[src/rtl/hdr_pkg.sv]
// Shared header-collector types: bus widths, write FSM states and the slot record.
// The downstream egress buffer reuses the slot record as-is.
package hdr_pkg;

    localparam int unsigned BYTE_BUS    = 8;
    localparam int unsigned HDR_MAX_LEN = 64;
    localparam int unsigned NUM_PORTS   = 4;
    localparam int unsigned LEN_W       = $clog2(HDR_MAX_LEN + 1);
    localparam int unsigned IDX_W       = $clog2(HDR_MAX_LEN);

    typedef enum logic [1:0] {
        S_IDLE    = 2'd0,
        S_COLLECT = 2'd1,
        S_DRAIN   = 2'd2
    } wr_state_e;

    typedef logic [0:HDR_MAX_LEN-1][BYTE_BUS-1:0] hdr_bytes_t;

    typedef struct packed {
        hdr_bytes_t           hdr;
        logic [LEN_W-1:0]     hdr_len;
        logic [NUM_PORTS-1:0] out_port;
    } hdr_slot_t;

endpackage

[src/rtl/hdr_collector_if.sv]
// Stream ingress and processor-side empty/read handshake of the header collector.
interface hdr_collector_if;
    import hdr_pkg::*;

    logic                 in_valid_i;
    logic [BYTE_BUS-1:0]  in_data_i;
    logic                 in_last_i;
    logic [NUM_PORTS-1:0] in_src_port_i;
    logic                 in_ready_o;
    logic                 empty_o;
    logic                 rd_i;
    hdr_bytes_t           pkt_hdr_o;
    logic [LEN_W-1:0]     hdr_len_o;
    logic [NUM_PORTS-1:0] out_port_o;
    logic [31:0]          pkt_cnt_o;

    modport master (
        output in_valid_i, in_data_i, in_last_i, in_src_port_i, rd_i,
        input  in_ready_o, empty_o, pkt_hdr_o, hdr_len_o, out_port_o, pkt_cnt_o
    );

    modport slave (
        input  in_valid_i, in_data_i, in_last_i, in_src_port_i, rd_i,
        output in_ready_o, empty_o, pkt_hdr_o, hdr_len_o, out_port_o, pkt_cnt_o
    );

endinterface

[src/rtl/hdr_slot_ring.sv]
// Ring of completed header slots with read/write pointers and occupancy count.
// The head slot is presented straight from registers.
module hdr_slot_ring
    import hdr_pkg::*;
#(
    parameter int unsigned DEPTH = 2
) (
    input  logic                         clk,
    input  logic                         rst,
    input  logic                         i_wr_en,
    input  hdr_slot_t                    i_wr_slot,
    input  logic                         i_rd,
    output hdr_slot_t                    o_head,
    output logic [$clog2(DEPTH+1)-1:0]   o_count,
    output logic                         o_empty
);

    localparam int unsigned PTR_W = $clog2(DEPTH);
    localparam int unsigned CNT_W = $clog2(DEPTH + 1);

    hdr_slot_t        r_slots [DEPTH];
    logic [PTR_W-1:0] r_wr_ptr;
    logic [PTR_W-1:0] r_rd_ptr;
    logic [CNT_W-1:0] r_count;
    logic             w_pop;

    // A read against an empty ring is ignored.
    assign w_pop = i_rd && (r_count != '0);

    always_ff @(posedge clk or negedge rst) begin
        if (!rst) begin
            r_slots  <= '{default: '0};
            r_wr_ptr <= '0;
            r_rd_ptr <= '0;
            r_count  <= '0;
        end else begin
            if (i_wr_en) begin
                r_slots[r_wr_ptr] <= i_wr_slot;
                r_wr_ptr          <= r_wr_ptr + PTR_W'(1);
            end
            if (w_pop) begin
                r_rd_ptr <= r_rd_ptr + PTR_W'(1);
            end
            case ({i_wr_en, w_pop})
                2'b10:   r_count <= r_count + CNT_W'(1);
                2'b01:   r_count <= r_count - CNT_W'(1);
                default: r_count <= r_count;
            endcase
        end
    end

    assign o_head  = r_slots[r_rd_ptr];
    assign o_count = r_count;
    assign o_empty = (r_count == '0);

endmodule

[src/rtl/hdr_collector.sv]
// Captures the first HDR_MAX_LEN bytes of each frame plus a flood-except-source
// egress mask, and queues completed headers for the packet processor.
module hdr_collector
    import hdr_pkg::*;
#(
    parameter int unsigned DEPTH = 2
) (
    input  logic            clk,
    input  logic            rst,
    hdr_collector_if.slave  bus
);

    localparam int unsigned CNT_W = $clog2(DEPTH + 1);

    wr_state_e        r_state;
    wr_state_e        w_state;
    hdr_slot_t        r_slot;
    hdr_slot_t        w_slot;
    logic [LEN_W-1:0] r_idx;
    logic [LEN_W-1:0] w_idx;
    logic [31:0]      r_pkt_cnt;
    logic             w_commit;
    logic             w_accept;
    logic             w_ready;
    logic [CNT_W-1:0] w_count;
    logic             w_empty;
    hdr_slot_t        w_head;

    // Stall only before a frame starts; a started frame already owns a free slot.
    assign w_ready  = !((r_state == S_IDLE) && (w_count == CNT_W'(DEPTH)));
    assign w_accept = bus.in_valid_i && w_ready;

    always_comb begin
        w_state  = r_state;
        w_slot   = r_slot;
        w_idx    = r_idx;
        w_commit = 1'b0;
        if (w_accept) begin
            case (r_state)
                S_IDLE: begin
                    w_slot          = '0;
                    w_slot.hdr[0]   = bus.in_data_i;
                    w_slot.out_port = ~bus.in_src_port_i;
                    w_slot.hdr_len  = LEN_W'(1);
                    w_idx           = LEN_W'(1);
                    if (bus.in_last_i) begin
                        w_commit = 1'b1;
                    end else begin
                        w_state = S_COLLECT;
                    end
                end
                S_COLLECT: begin
                    w_slot.hdr[r_idx[IDX_W-1:0]] = bus.in_data_i;
                    w_idx                        = r_idx + LEN_W'(1);
                    w_slot.hdr_len               = w_idx;
                    if (bus.in_last_i) begin
                        w_commit = 1'b1;
                        w_state  = S_IDLE;
                    end else if (w_idx == LEN_W'(HDR_MAX_LEN)) begin
                        w_state = S_DRAIN;
                    end
                end
                S_DRAIN: begin
                    if (bus.in_last_i) begin
                        w_commit = 1'b1;
                        w_state  = S_IDLE;
                    end
                end
                default: begin
                    w_state = S_IDLE;
                end
            endcase
        end
    end

    always_ff @(posedge clk or negedge rst) begin
        if (!rst) begin
            r_state   <= S_IDLE;
            r_slot    <= '0;
            r_idx     <= '0;
            r_pkt_cnt <= '0;
        end else begin
            r_state <= w_state;
            r_slot  <= w_slot;
            r_idx   <= w_idx;
            if (w_commit) begin
                r_pkt_cnt <= r_pkt_cnt + 32'd1;
            end
        end
    end

    // Commit writes the merged slot (including the final byte) in the same cycle.
    hdr_slot_ring #(
        .DEPTH (DEPTH)
    ) u_ring (
        .clk       (clk),
        .rst       (rst),
        .i_wr_en   (w_commit),
        .i_wr_slot (w_slot),
        .i_rd      (bus.rd_i),
        .o_head    (w_head),
        .o_count   (w_count),
        .o_empty   (w_empty)
    );

    assign bus.in_ready_o = w_ready;
    assign bus.empty_o    = w_empty;
    assign bus.pkt_hdr_o  = w_head.hdr;
    assign bus.hdr_len_o  = w_head.hdr_len;
    assign bus.out_port_o = w_head.out_port;
    assign bus.pkt_cnt_o  = r_pkt_cnt;

endmodule

[src/flat_wrapper.sv]
// flat-port wrapper written by rule: the top's interface ports become plain ports
module hdr_collector_flat import hdr_pkg::*;
#(
    parameter int unsigned DEPTH = 2
)
  (clk, rst, bus_in_valid_i, bus_in_data_i, bus_in_last_i, bus_in_src_port_i, bus_rd_i, bus_in_ready_o, bus_empty_o, bus_pkt_hdr_o, bus_hdr_len_o, bus_out_port_o, bus_pkt_cnt_o);
  hdr_collector_if bus_i ();
  input  logic clk;
  input  logic rst;
  input wire logic [$bits(bus_i.in_valid_i)-1:0] bus_in_valid_i;
  input wire logic [$bits(bus_i.in_data_i)-1:0] bus_in_data_i;
  input wire logic [$bits(bus_i.in_last_i)-1:0] bus_in_last_i;
  input wire logic [$bits(bus_i.in_src_port_i)-1:0] bus_in_src_port_i;
  input wire logic [$bits(bus_i.rd_i)-1:0] bus_rd_i;
  output wire logic [$bits(bus_i.in_ready_o)-1:0] bus_in_ready_o;
  output wire logic [$bits(bus_i.empty_o)-1:0] bus_empty_o;
  output wire logic [$bits(bus_i.pkt_hdr_o)-1:0] bus_pkt_hdr_o;
  output wire logic [$bits(bus_i.hdr_len_o)-1:0] bus_hdr_len_o;
  output wire logic [$bits(bus_i.out_port_o)-1:0] bus_out_port_o;
  output wire logic [$bits(bus_i.pkt_cnt_o)-1:0] bus_pkt_cnt_o;
  assign bus_i.in_valid_i = bus_in_valid_i;
  assign bus_i.in_data_i = bus_in_data_i;
  assign bus_i.in_last_i = bus_in_last_i;
  assign bus_i.in_src_port_i = bus_in_src_port_i;
  assign bus_i.rd_i = bus_rd_i;
  assign bus_in_ready_o = bus_i.in_ready_o;
  assign bus_empty_o = bus_i.empty_o;
  assign bus_pkt_hdr_o = bus_i.pkt_hdr_o;
  assign bus_hdr_len_o = bus_i.hdr_len_o;
  assign bus_out_port_o = bus_i.out_port_o;
  assign bus_pkt_cnt_o = bus_i.pkt_cnt_o;
  hdr_collector #(.DEPTH(DEPTH)) u_core (.clk(clk), .rst(rst), .bus(bus_i));
endmodule
[config.mk]
export PLATFORM = sky130hd
export DESIGN_NAME = hdr_collector_flat
export DESIGN_NICKNAME = d
export VERILOG_FILES = /design/src/rtl/hdr_pkg.sv /design/src/rtl/hdr_collector_if.sv /design/src/rtl/hdr_slot_ring.sv /design/src/rtl/hdr_collector.sv /design/src/flat_wrapper.sv
export SDC_FILE = /design/constraint.sdc
export NUM_CORES = 2
export LEC_CHECK = 0
export CAP_MARGIN = 5
export CORE_MARGIN = 4
export CORE_UTILIZATION = 40
export DETAILED_ROUTE_END_ITERATION = 7
export HOLD_SLACK_MARGIN = 0.02
export REMOVE_ABC_BUFFERS = 1
export SLEW_MARGIN = 15
export SYNTH_ARGS = -nofsm -noshare
export SYNTH_HDL_FRONTEND = slang
export SYNTH_SLANG_ARGS = --single-unit
[constraint.sdc]
create_clock -name clk -period 2.9 [get_ports clk]
set_clock_uncertainty 0.05 [all_clocks]
set_input_delay 0.87 -clock clk [delete_from_list [all_inputs] [get_ports clk]]
set_output_delay 0.87 -clock clk [all_outputs]
set_load 0.05 [all_outputs]
Yosys cells after proc, flatten, opt, wreduce, memory -nomap -nowiden
Index checks and enable logic that the tools add are counted.

Word-level logic and storage cells: 264. Flip-flop bits (word level): 1614. Bits of input ports: 17. Output and inout bits: 557.

Add/subtract/negate cells: 6. Bitwise gates (word level): 4. Equality and inequality tests: 9. Reductions and logical operators: 14. Multiplexer cells: 22. Magnitude comparators: 5.

Operators with widths (count): $mux W523 (5); $bwmux W1046 (1); $pmux W519 S2 (1); $demux W523 S1 (1); $bwmux W512 (1); $demux W8 S6 (1); $add A32 B1 Y32 const B (1); $pmux W7 S2 (1); $mux W2 (4); $mux W8 (1); $add A7 B1 Y7 const B (1); $eq A7 B7 Y1 const B (1); $ge A7 B7 Y1 const B (1); $lt A7 B1 Y1 const B (1); $not A6 Y7 (1); $eq A2 B2 Y1 const B (3); $pmux W2 S3 (1); $reduce_bool A2 Y1 (3); $logic_and A1 B1 Y1 (5); $eq A2 B1 Y1 const B (2); $ge A2 B2 Y1 const B (2); $logic_not A2 Y1 (2); $mux W4 (1); $ne A2 B2 Y1 const B (2); 13 further kinds (17).

Longest topological paths before layout
Word-level depth: 9. Depth in mapped cells: 9. Depth with buffers taken out: 7.

Cells and area by module
From an unflattened synthesis, not the netlist that was laid out.

Cells, all modules: 4377. Area, all modules: 66476.3 µm².

Modules (own cells, without submodules): hdr_slot_ring (seq. area each 26275.2 µm², cells each 2804, area each 44910.6 µm², times used 1); hdr_collector (seq. area each 14113.5 µm², cells each 1573, area each 21565.7 µm², times used 1).

Worst setup path before layout
OpenSTA, ideal clock, no wires.

Kind: flip-flop to output port. From: register u_core.u_ring.r_rd_ptr. To: output port bus_pkt_hdr_o[442]. Buffers on the path: 3. Data required time: 1980 ps. Slack: 240 ps. Arrival: 1740 ps. Cell stages (with the launch flop): 5. Cell sequence: dfrtp_1 -> clkbuf_1 -> clkbuf_1 -> clkbuf_1 -> mux2_2.

Cells in the longest elaborated chain, start to end: 4.

Ends and longest elaborated chain: start, declared (line hdr_slot_ring.sv:23) `logic [PTR_W-1:0] r_rd_ptr;`; start signal, assigned (line hdr_slot_ring.sv:42) `r_rd_ptr <= r_rd_ptr + PTR_W'(1);`; $not A1 Y2 (implied by the code) (line hdr_slot_ring.sv:52) `assign o_head = r_slots[r_rd_ptr];`; $mux W523 (implied by the code) (3 in a row) (line hdr_slot_ring.sv:52); end, declared (line flat_wrapper.sv:17) `output wire logic [$bits(bus_i.pkt_hdr_o)-1:0] bus_pkt_hdr_o;`.

No other way between the ends. The select of a mux whose other input is x is not followed.

Worst setup path after layout
From: register u_core.u_ring.r_rd_ptr. To: output port bus_pkt_hdr_o[364].

Same word-level chain as after synthesis.

==> metrics <==
placed insts 9498; #FFs+latches synth 1614; CTS tree done; area of the die 178000 um2; cell area after layout 86900 um2; clock sink total 1614; CTS Buffer Depth 3; crit-path max FO 31; first-pass GRT wire length 347000 um; mapped cell area 68300 um2; Syn-to-layout area delta 27.2%; via/cell ratio 5.59; vias in the first global route 54500; slowest cell delay on critical path 430 ps; largest net degree at the start of global routing 92; crit path kind register to output pin; max_cap viols 0; final setup violating endpoints 556; clk_lat worst skew 830 ps; Lkg Pwr 40.7 nW; Final Cycle Share 1.18; DRC errors left 0; per-cell routed wire length 23.4 um; Max IR drop VDD 1.33 mV; Syn Area/Cell 10.2 um2; Post-synth top flop dfrtp_1; Slew HR 0.240; Critical Path End Type output pin; Critical Path Most Common Cell buf_16; grt total ovfl 0; Max Slew Vio Count 0; fmax 293 MHz; port bufs 573; Total GRT Usage 0.253; worst hold slack 434 ps; Detailed Route Iter0 Violations 4971; Worst Path Arrival 2500 ps; Post-Synthesis Cells 6679; drt first pass iters 8; post-detail-place hpwl 158000 um; PwrDens 1380 nW/um2; status finished with violations; Core Box Area 170000 um2; Critical Path Start Type register; crit-path cells buf_12 -> buf_16 -> buf_16 -> mux2_2 -> buf_4; layout cells sized above 1 0.253; antenna violations before repair 6; Nets 7513; total CTS buffers 176; root buffer cell clkbuf_16; worst setup margin -517 ps; Reg2Reg Setup Slack 100 ps; Area after DPL 79300 um2; Worst path slowest cell dfrtp_4; Die Y 421 um; Final TNS setup -223640 ps; failing checks setup timing; GPL Wtd Cong 0.822; post-synth cell types 63; dpl ws -364 ps; H-tree levels 4; sequential share of the synthesized area 0.591; Tightest Pin Transition 1140 ps; Initial Utilization 0.403; Layout Cells excl Fill 9850; Post-Route WL 231000 um; Synth Warn # 0; Die W 421 um; Ports 574; row cnt 151; routed via count 55100; Clock Pin Slew Worst Setup and Hold Paths 60 ps; ys async rst share 1.00; Worst Path Required 1980 ps; Hold Path Class register to register; RSZ-0062 raised after global routing yes; Post-synth EDFFs 0; post-route ant nets 0; final hold viol count 0; minimum clock period 3420 ps
-- stage by stage --
step,power (mW),utilization
finish,120,0.512
global route,125,0.512
CTS,118,0.507
detailed placement,93.8,0.468
global placement,93.0,0.468
floorplan,45.8,-
-- routing by layer --
metal	global-route usage	vias up	part of all wire
met2	0.418	1678	0.48
met1	0.336	27900	0.42
met3	0.0353	389	0.049
li1	-	25100	-
met5	0	-	0
met4	0.105	0	0.043
-- synthesized netlist by cell type, drive strengths merged, types with 15 or more instances --
cell	number	area, um2
nor3	35	349
nor2	1118	4200
nand3	54	270
xnor2	30	263
mux2	523	5890
a21oi	52	317
inv	20	75.1
a31oi	1040	6510
clkbuf	198	743
buf	267	1440
and3	15	93.8
nand2b	15	93.8
nand2	1025	3850
o21ai	531	2660
nand4	22	138
dfrtp	1614	40400
-- what timing repair did --
action / in CTS / in global routing
endpoints found under the hold margin: 41 / 0
resized for setup: 119 / 173
setup buffers: 14 / 7
pin swaps: 0 / 0
cloned: 3 / 15
setup endpoints to repair: 556 / 556
hold buffers: 1 / 0
-- final timing paths --
| check | from | end | cells after the start |
|---|---|---|---|
| max | u_core.u_ring.r_rd_ptr | bus_pkt_hdr_o[364] | 5 |
| min | u_core.bus.pkt_cnt_o[31] | u_core.bus.pkt_cnt_o[31] | 1 |
| max reg2reg | u_core.r_state[0] | u_core.u_ring.r_slots[558] | 5 |
| min reg2reg | u_core.bus.pkt_cnt_o[31] | u_core.bus.pkt_cnt_o[31] | 1 |
| max in group asynchronous | rst | u_core.u_ring.r_slots[643] | 4 |
| min in group asynchronous | rst | u_core.u_ring.r_slots[840] | 2 |
-- flip-flops by register name (all words and copies together), names as in the netlist --
signal and count:
u_core.r_idx 7, u_core.r_slot 523, u_core.u_ring.r_slots 1046, u_core.u_ring.r_rd_ptr 1, u_core.u_ring.o_count 2, u_core.u_ring.r_wr_ptr 1
u_core.bus.pkt_cnt_o 32, u_core.r_state 2
-- final cells by class --
cell class / instances / area [um2]
timing repair buffer: 1101 / 11700
antenna: 4 / 10.0
multi-input combinational: 4580 / 26200
clock buffer: 262 / 5140
inverter: 20 / 75.1
fill: 15100 / 82700
sequential: 1614 / 40400
tap: 2218 / 2780
clock inverter: 51 / 748
-- power breakdown --
part	internal, mW	switching [mW]	total, mW
combinational	22.4	40.0	62.4
clock	13.1	9.61	22.7
sequential	30.3	4.11	34.4
total	65.8	53.8	120
-- kinds of logic (layout without fill, tap and decap cells) --
kind of cell / Yosys count / in the layout / synth area share
AO/OA/AOI/OAI: 1651 / 1651 / 0.142
XOR/XNOR: 38 / 38 / 0.00487
adder cells (fa/ha/maj): 3 / 3 / 0.000549
buffers and inverters: 485 / 1434 / 0.0331
flip-flops: 1614 / 1614 / 0.591
multiplexers: 528 / 528 / 0.0869
other: 0 / 4 / 0
AND/OR/NAND/NOR: 2360 / 2360 / 0.142
-- cells in the final DEF (no fill, tap or decap), types with 8 or more instances in the layout --
master,instances
dfrtp_1,1609
nor2_1,1117
a31oi_1,1039
nand2_1,1025
buf_4,707
o21ai_0,472
mux2_2,427
clkbuf_16,189
buf_12,173
buf_6,123
mux2_4,96
o21ai_1,58
nand3_1,54
clkbuf_1,46
clkbuf_8,39
clkdlybuf4s50_1,39
a21oi_1,37
xnor2_1,30
buf_8,23
nand4_1,22
nor3_2,21
clkinv_2,21
inv_1,19
and3_1,15
a21oi_2,15
buf_16,15
nand2b_1,13
o21a_1,13
and2_1,11
nor4_1,8
xor2_1,8
bufinv_16,8
buf_2,8
-- worst max-delay path, delay by kind of cell (launching register included) --
| family | cells | cell delay [ps] |
|---|---|---|
| mux | 1 | 410 |
| buf+inv | 4 | 770 |
| flops | 1 | 430 |
No activity file was read; power rests on OpenSTA's default activity.
